==> src/rtl/layer0_window_gen.sv <==
// layer0_window_gen: 3x3 sliding-window generator for the convolution front end.
// Fetches pixels in raster order from external memory (1-cycle read latency) and
// presents one 9-pixel window per image pixel on a valid/ready handshake.
// Optional build macro: LAYER0_REPLICATE_PAD_EN selects edge replication instead
// of zero padding for out-of-image coordinates (cycle timing is identical).
module layer0_window_gen #(
    parameter int unsigned DATA_W = 20,
    parameter int unsigned IMG_W  = 64,
    parameter int unsigned IMG_H  = 64,
    parameter int unsigned ADDR_W = 12
) (
    input  logic                    clk,
    input  logic                    reset,
    input  logic                    i_start,
    output logic                    o_busy,
    output logic [ADDR_W-1:0]       o_addr,
    input  logic [DATA_W-1:0]       i_data,
    output logic                    o_valid,
    input  logic                    i_ready,
    output logic [9*DATA_W-1:0]     o_window,
    output logic [ADDR_W/2:0]       o_row,
    output logic [ADDR_W/2:0]       o_col,
    output logic                    o_done
);

    localparam int unsigned CW = ADDR_W / 2 + 1;

    typedef enum logic [2:0] {
        S_IDLE   = 3'd0,
        S_LOAD_L = 3'd1,
        S_LOAD_C = 3'd2,
        S_LOAD_R = 3'd3,
        S_EMIT   = 3'd4,
        S_DONE   = 3'd5
    } state_t;

    state_t              state_q, state_d;
    logic [1:0]          cnt_q, cnt_d;
    logic [CW-1:0]       row_q, row_d;
    logic [CW-1:0]       col_q, col_d;
    logic [ADDR_W-1:0]   addr_q, addr_d;
    logic [9*DATA_W-1:0] win_q, win_d;
    logic                busy_q, busy_d;
    logic                valid_q, valid_d;
    logic                done_q, done_d;

    // Helpers for the column currently being loaded and the pixel being captured
    int                  col_off;
    int                  tgt_wc;
    int                  cap_r;
    int                  cap_c;
    int                  cap_wr;
    logic [DATA_W-1:0]   cap_val;

    // Clamp an image coordinate into range and form its memory address
    function automatic logic [ADDR_W-1:0] addr_of(input int r, input int c);
        int rc;
        int cc;
        rc = (r < 0) ? 0 : ((r > int'(IMG_H) - 1) ? int'(IMG_H) - 1 : r);
        cc = (c < 0) ? 0 : ((c > int'(IMG_W) - 1) ? int'(IMG_W) - 1 : c);
        return ADDR_W'(rc * int'(IMG_W) + cc);
    endfunction

`ifndef LAYER0_REPLICATE_PAD_EN
    // True when a coordinate lies inside the image
    function automatic logic in_img(input int r, input int c);
        return (r >= 0) && (r < int'(IMG_H)) && (c >= 0) && (c < int'(IMG_W));
    endfunction
`endif

    // State register
    always_ff @(posedge clk) begin
        if (reset) begin
            state_q <= S_IDLE;
        end else begin
            state_q <= state_d;
        end
    end

    // Datapath and output registers
    always_ff @(posedge clk) begin
        if (reset) begin
            cnt_q   <= '0;
            row_q   <= '0;
            col_q   <= '0;
            addr_q  <= '0;
            win_q   <= '0;
            busy_q  <= 1'b0;
            valid_q <= 1'b0;
            done_q  <= 1'b0;
        end else begin
            cnt_q   <= cnt_d;
            row_q   <= row_d;
            col_q   <= col_d;
            addr_q  <= addr_d;
            win_q   <= win_d;
            busy_q  <= busy_d;
            valid_q <= valid_d;
            done_q  <= done_d;
        end
    end

    // Next-state and next-register logic
    always_comb begin
        state_d = state_q;
        cnt_d   = cnt_q;
        row_d   = row_q;
        col_d   = col_q;
        addr_d  = addr_q;
        win_d   = win_q;
        busy_d  = busy_q;
        valid_d = valid_q;
        done_d  = 1'b0;
        col_off = 0;
        tgt_wc  = 1;
        cap_wr  = 0;
        cap_r   = 0;
        cap_c   = 0;
        cap_val = '0;

        case (state_q)
            S_LOAD_L: begin col_off = -1; tgt_wc = 0; end
            S_LOAD_R: begin col_off = 1;  tgt_wc = 2; end
            default:  begin col_off = 0;  tgt_wc = 1; end
        endcase

        case (state_q)
            S_IDLE: begin
                if (i_start) begin
                    busy_d  = 1'b1;
                    row_d   = '0;
                    col_d   = '0;
                    cnt_d   = '0;
                    addr_d  = addr_of(-1, -1);
                    state_d = S_LOAD_L;
                end
            end

            S_LOAD_L, S_LOAD_C, S_LOAD_R: begin
                // Cycles 1..3 capture the word addressed in the previous cycle
                if (cnt_q != 2'd0) begin
                    cap_wr = int'(cnt_q) - 1;
                    cap_r  = int'(row_q) - 1 + cap_wr;
                    cap_c  = int'(col_q) + col_off;
`ifdef LAYER0_REPLICATE_PAD_EN
                    cap_val = i_data;
`else
                    cap_val = in_img(cap_r, cap_c) ? i_data : '0;
`endif
                    win_d[DATA_W*(3*cap_wr + tgt_wc) +: DATA_W] = cap_val;
                end
                if (cnt_q != 2'd3) begin
                    cnt_d = cnt_q + 2'd1;
                    // Cycles 0..2 present rows r-1, r, r+1
                    if (cnt_q != 2'd2) begin
                        addr_d = addr_of(int'(row_q) + int'(cnt_q), int'(col_q) + col_off);
                    end
                end else begin
                    cnt_d = '0;
                    case (state_q)
                        S_LOAD_L: begin
                            state_d = S_LOAD_C;
                            addr_d  = addr_of(int'(row_q) - 1, int'(col_q));
                        end
                        S_LOAD_C: begin
                            state_d = S_LOAD_R;
                            addr_d  = addr_of(int'(row_q) - 1, int'(col_q) + 1);
                        end
                        default: begin
                            state_d = S_EMIT;
                            valid_d = 1'b1;
                        end
                    endcase
                end
            end

            S_EMIT: begin
                if (i_ready) begin
                    valid_d = 1'b0;
                    cnt_d   = '0;
                    for (int wr = 0; wr < 3; wr++) begin
                        win_d[DATA_W*(3*wr)     +: DATA_W] = win_q[DATA_W*(3*wr + 1) +: DATA_W];
                        win_d[DATA_W*(3*wr + 1) +: DATA_W] = win_q[DATA_W*(3*wr + 2) +: DATA_W];
                    end
                    if (col_q < CW'(IMG_W - 1)) begin
                        col_d   = col_q + CW'(1);
                        addr_d  = addr_of(int'(row_q) - 1, int'(col_q) + 2);
                        state_d = S_LOAD_R;
                    end else if (row_q < CW'(IMG_H - 1)) begin
                        col_d   = '0;
                        row_d   = row_q + CW'(1);
                        addr_d  = addr_of(int'(row_q), -1);
                        state_d = S_LOAD_L;
                    end else begin
                        done_d  = 1'b1;
                        state_d = S_DONE;
                    end
                end
            end

            S_DONE: begin
                busy_d  = 1'b0;
                state_d = S_IDLE;
            end

            default: begin
                state_d = S_IDLE;
            end
        endcase
    end

    assign o_busy   = busy_q;
    assign o_addr   = addr_q;
    assign o_valid  = valid_q;
    assign o_window = win_q;
    assign o_row    = row_q;
    assign o_col    = col_q;
    assign o_done   = done_q;

endmodule
==> config.mk <==
export PLATFORM = sky130hd
export DESIGN_NAME = layer0_window_gen
export DESIGN_NICKNAME = d
export VERILOG_FILES = /design/src/rtl/layer0_window_gen.sv
export SDC_FILE = /design/constraint.sdc
export NUM_CORES = 1
export LEC_CHECK = 0
export ABC_AREA = 1
export BUFFER_PORTS_ARGS = -buffer_cell sky130_fd_sc_hd__buf_2
export CELL_PAD_IN_SITES_DETAIL_PLACEMENT = 1
export CELL_PAD_IN_SITES_GLOBAL_PLACEMENT = 1
export CORE_MARGIN = 4
export CORE_UTILIZATION = 41
export CTS_CLUSTER_SIZE = 14
export DETAILED_ROUTE_END_ITERATION = 8
export HOLD_SLACK_MARGIN = 0.06
export PLACE_DENSITY = 0.93
export SLEW_MARGIN = 5
export SYNTH_ARGS = -nofsm -noshare
export SYNTH_HDL_FRONTEND = slang
export SYNTH_SLANG_ARGS = --single-unit
==> constraint.sdc <==
create_clock -name clk -period 5.8 [get_ports clk]
set_input_delay 1.45 -clock clk [delete_from_list [all_inputs] [get_ports clk]]
set_output_delay 1.45 -clock clk [all_outputs]
set_load 0.01 [all_outputs]
==> results.tsv <==
metric	value	unit
status	completed	
wire length on met3	6.22	mm
DRT iter0 DRCs	2010	
top routing layer in use	met4	
area grow syn2layout	17.9	%
Worst Setup Slack, final	0.183	ns
worst-margin pin slew	1.23	ns
clock-pin slew on the worst setup and hold paths	0.06	ns
Final nets	2537	
Tmin final	5.62	ns
Worst Skew	0.0307	ns
Initial Util	42.0	%
Worst path max stage delay	0.52	ns
routability cong.	1.03	
WP buf/inv	8	
Die Y	197	microns
Hold Crit Depth	2	
WL met1	28.3	mm
final hold violation count	0	
reg2reg start	cnt_q[0]$_SDFFE_PP0P_	
Final Instance Area	17300	sq um
pre-CTS worst setup slack	0.120	ns
Critical Path Fanout Max	42	
Critical Path, Cell by Cell	inv_1 -> ha_4 -> xnor2_2 -> inv_1 -> ha_1 -> nand2_1 -> inv_1 -> o21ai_2 -> xor2_1 -> ha_1 -> ha_1 -> inv_1 -> fa_1 -> inv_1 -> nor3_1 -> inv_1 -> nand2_2 -> inv_1 -> buf_4 -> a21oi_1 -> o21ai_1 -> a21oi_1 -> a21oi_1	
# setup viols final	0	
Via density	6.16	
Reg2Reg Setup Slack	0.18	ns
CP most frequent cell	inv_1	
Max-Cap Viols	0	
CTS Hold Bufs	0	
post-layout util	49.5	%
Max clock buf depth	3	
flops & latches, synth	214	
1st-pass router iterations	5	
dpl cell area	16300	sq um
CP Class	reg2reg	
ANT cells	0	
FMAX	178	MHz
Yosys warnings	0	
critical path's top delay family	buffers and inverters	
global route total overflow	0	
GRT Util Overall	34.4	%
port bufs	232	
largest net degree at the start of global routing	138	
DRC violation count after routing	0	
worst hold start	o_addr[1]$_SDFFE_PP0P_	
Post-Route WL	70.4	mm
CTS Buf Count	25	
register area share after synthesis	29.2	%
Syn Area/Cell	6.51	sq um
ANT nets after route	0	
FF-to-FF End	o_window[80]$_SDFFE_PP0P_	
Final Max Slew Viols	0	
Cell Area, Synth	14700	sq um
Worst slew margin	18.2	%
Cells after Synth	2251	
layout cell share with drive strength beyond 1	18.2	%
Req. time, crit path	6.28	ns
startpoint type of the worst setup path	register	
final worst path period share	96.9	%
Endpoint, Worst Hold	o_addr[1]$_SDFFE_PP0P_	
Sink Count	214	
first-pass GRT wire length	107	mm
root buffer cell	clkbuf_16	
post-synth cell types	56	
kind of end point of the critical path	register	
Met2 Wirelength	32.0	mm
Top Ports	233	
Crit-path slowest cell	buf_4	
worst min path class	reg2reg	
Arr. time, crit path	6.09	ns
htree depth	1	
die width	197	microns
vias in the first global route	18300	
die footprint	38800	sq um
worst r2r path cells	23	
Core Rows	68	
vias after detailed routing	18000	
CTS tree	yes	
initial antenna violation count	0	
Core Region	34900	sq um
Clk Latency, worst-skew pair	0.57	ns
Detailed Place HPWL	53.1	mm
drt wl/cell	24.0	microns
-- final cells by class --
class                           instances  area, sq um
Clock buffer                           36          727
Timing Repair Buffer                  271         1470
Inverter                              215          808
Tap cell                              455          569
Clock inverter                          9          164
Fill cell                            4758        17600
Multi-Input combinational cell       1727         9260
Sequential cell                       214         4280
-- state kept, by name, summed over array words and instances (netlist names) --
| signal | flops |
|---|---|
| state_q | 3 |
| o_busy | 1 |
| cnt_q | 2 |
| o_done | 1 |
| o_addr | 12 |
| o_valid | 1 |
| o_row | 7 |
| o_window | 180 |
| o_col | 7 |
-- cells in the final DEF (no fill, tap or decap), types with 15 or more instances in the layout --
cell type and instances:
a21oi_1 346, a21oi_2 15, a31oi_1 33, buf_2 232, buf_4 38, clkbuf_16 25, dfxtp_1 214, ha_1 50
inv_1 192, inv_2 19, nand2_1 453, nand2_2 18, nand3_1 173, nand3_2 15, nand4_1 54, nor2_1 121
nor2_2 23, nor3_1 32, o21ai_0 221, o21ai_1 28, o21ai_2 16, xor2_1 15
-- through the flow --
| stage | hold WS [ns] | cells | setup TNS, ns |
|---|---|---|---|
| after floorplan | 0.465 | 2261 | 0 |
| after global placement | 0.454 | 2876 | 0 |
| after detailed placement | 0.458 | 2876 | 0 |
| final | 0.469 | 2927 | 0 |
| after global routing | 0.496 | 2927 | -0.0594 |
| after CTS | 0.468 | 2921 | -0.0823 |
-- per-layer routing --
layer | vias to the layer above | GRT usage [%]
met5 | - | 0
met4 | 0 | 16.8
met3 | 227 | 6.50
met2 | 961 | 55.4
met1 | 8747 | 44.4
li1 | 8105 | -
-- how the worst max path moves through the flow --
stage | startpoint | endpoint | cells past startpoint
after floorplan | cnt_q[0]$_SDFFE_PP0P_ | o_window[79]$_SDFFE_PP0P_ | 26
after global placement | cnt_q[0]$_SDFFE_PP0P_ | o_window[145]$_SDFFE_PP0P_ | 26
after detailed placement | cnt_q[0]$_SDFFE_PP0P_ | o_window[178]$_SDFFE_PP0P_ | 25
after CTS | cnt_q[0]$_SDFFE_PP0P_ | o_window[178]$_SDFFE_PP0P_ | 25
after global routing | cnt_q[0]$_SDFFE_PP0P_ | o_window[87]$_SDFFE_PP0P_ | 28
final | cnt_q[0]$_SDFFE_PP0P_ | o_window[80]$_SDFFE_PP0P_ | 23
-- timing repair --
item | 4_1_cts | 5_1_grt
gates resized for setup | 1 | 19
setup buffers | 0 | 6
pin swaps | 0 | 1
endpoints found under the hold margin | 0 | 0
endpoints found under the setup margin | 17 | 158
-- logic make-up after synthesis --
group / count (synthesis) / synth area share [%]
adder cells (fa/ha/maj): 59 / 5.45
AO/OA/AOI/OAI: 705 / 26.0
other: 2 / 0.0513
AND/OR/NAND/NOR: 925 / 29.0
XOR/XNOR: 26 / 1.68
buffers and inverters: 320 / 8.49
flip-flops: 214 / 29.2
-- worst reg2reg max path, stage by stage (launching register included) --
cell and delay, ns:
dfxtp_1 0.45, inv_1 0.22, ha_4 0.34, xnor2_2 0.23, inv_1 0.10, ha_1 0.28
nand2_1 0.07, inv_1 0.05, o21ai_2 0.19, xor2_1 0.24, ha_1 0.28, ha_1 0.21
inv_1 0.07, fa_1 0.43, inv_1 0.13, nor3_1 0.08, inv_1 0.07, nand2_2 0.12
inv_1 0.40, buf_4 0.53, a21oi_1 0.18, o21ai_1 0.51, a21oi_1 0.14, a21oi_1 0.20
-- cell usage after synthesis, drive strengths merged --
cell type / count / share of area [%]
a211oi: 6 / 0.31
a21o: 1 / 0.051
a21oi: 364 / 13
a221oi: 1 / 0.060
a22oi: 3 / 0.15
a31oi: 33 / 1.4
a32o: 1 / 0.068
a32oi: 1 / 0.060
and2: 1 / 0.043
buf: 43 / 1.4
clkbuf: 62 / 1.6
clkinv: 4 / 0.10
conb: 2 / 0.051
dfxtp: 214 / 29
fa: 8 / 1.1
ha: 51 / 4.4
inv: 211 / 5.4
nand2: 474 / 13
nand3: 188 / 6.9
nand3b: 3 / 0.15
nand4: 54 / 2.3
nor2: 157 / 5.2
nor2b: 1 / 0.043
nor3: 36 / 1.4
nor3b: 1 / 0.051
nor4: 1 / 0.043
o2111ai: 2 / 0.12
o211ai: 14 / 0.72
o21ai: 265 / 9.4
o21bai: 1 / 0.051
o221ai: 1 / 0.060
o22ai: 3 / 0.13
o311ai: 4 / 0.24
o31ai: 5 / 0.26
or2: 9 / 0.40
xnor2: 10 / 0.60
xor2: 16 / 1.1
Power is not shown: default switching activity piles up to over one toggle a cycle in this logic, so the estimate is an artifact.
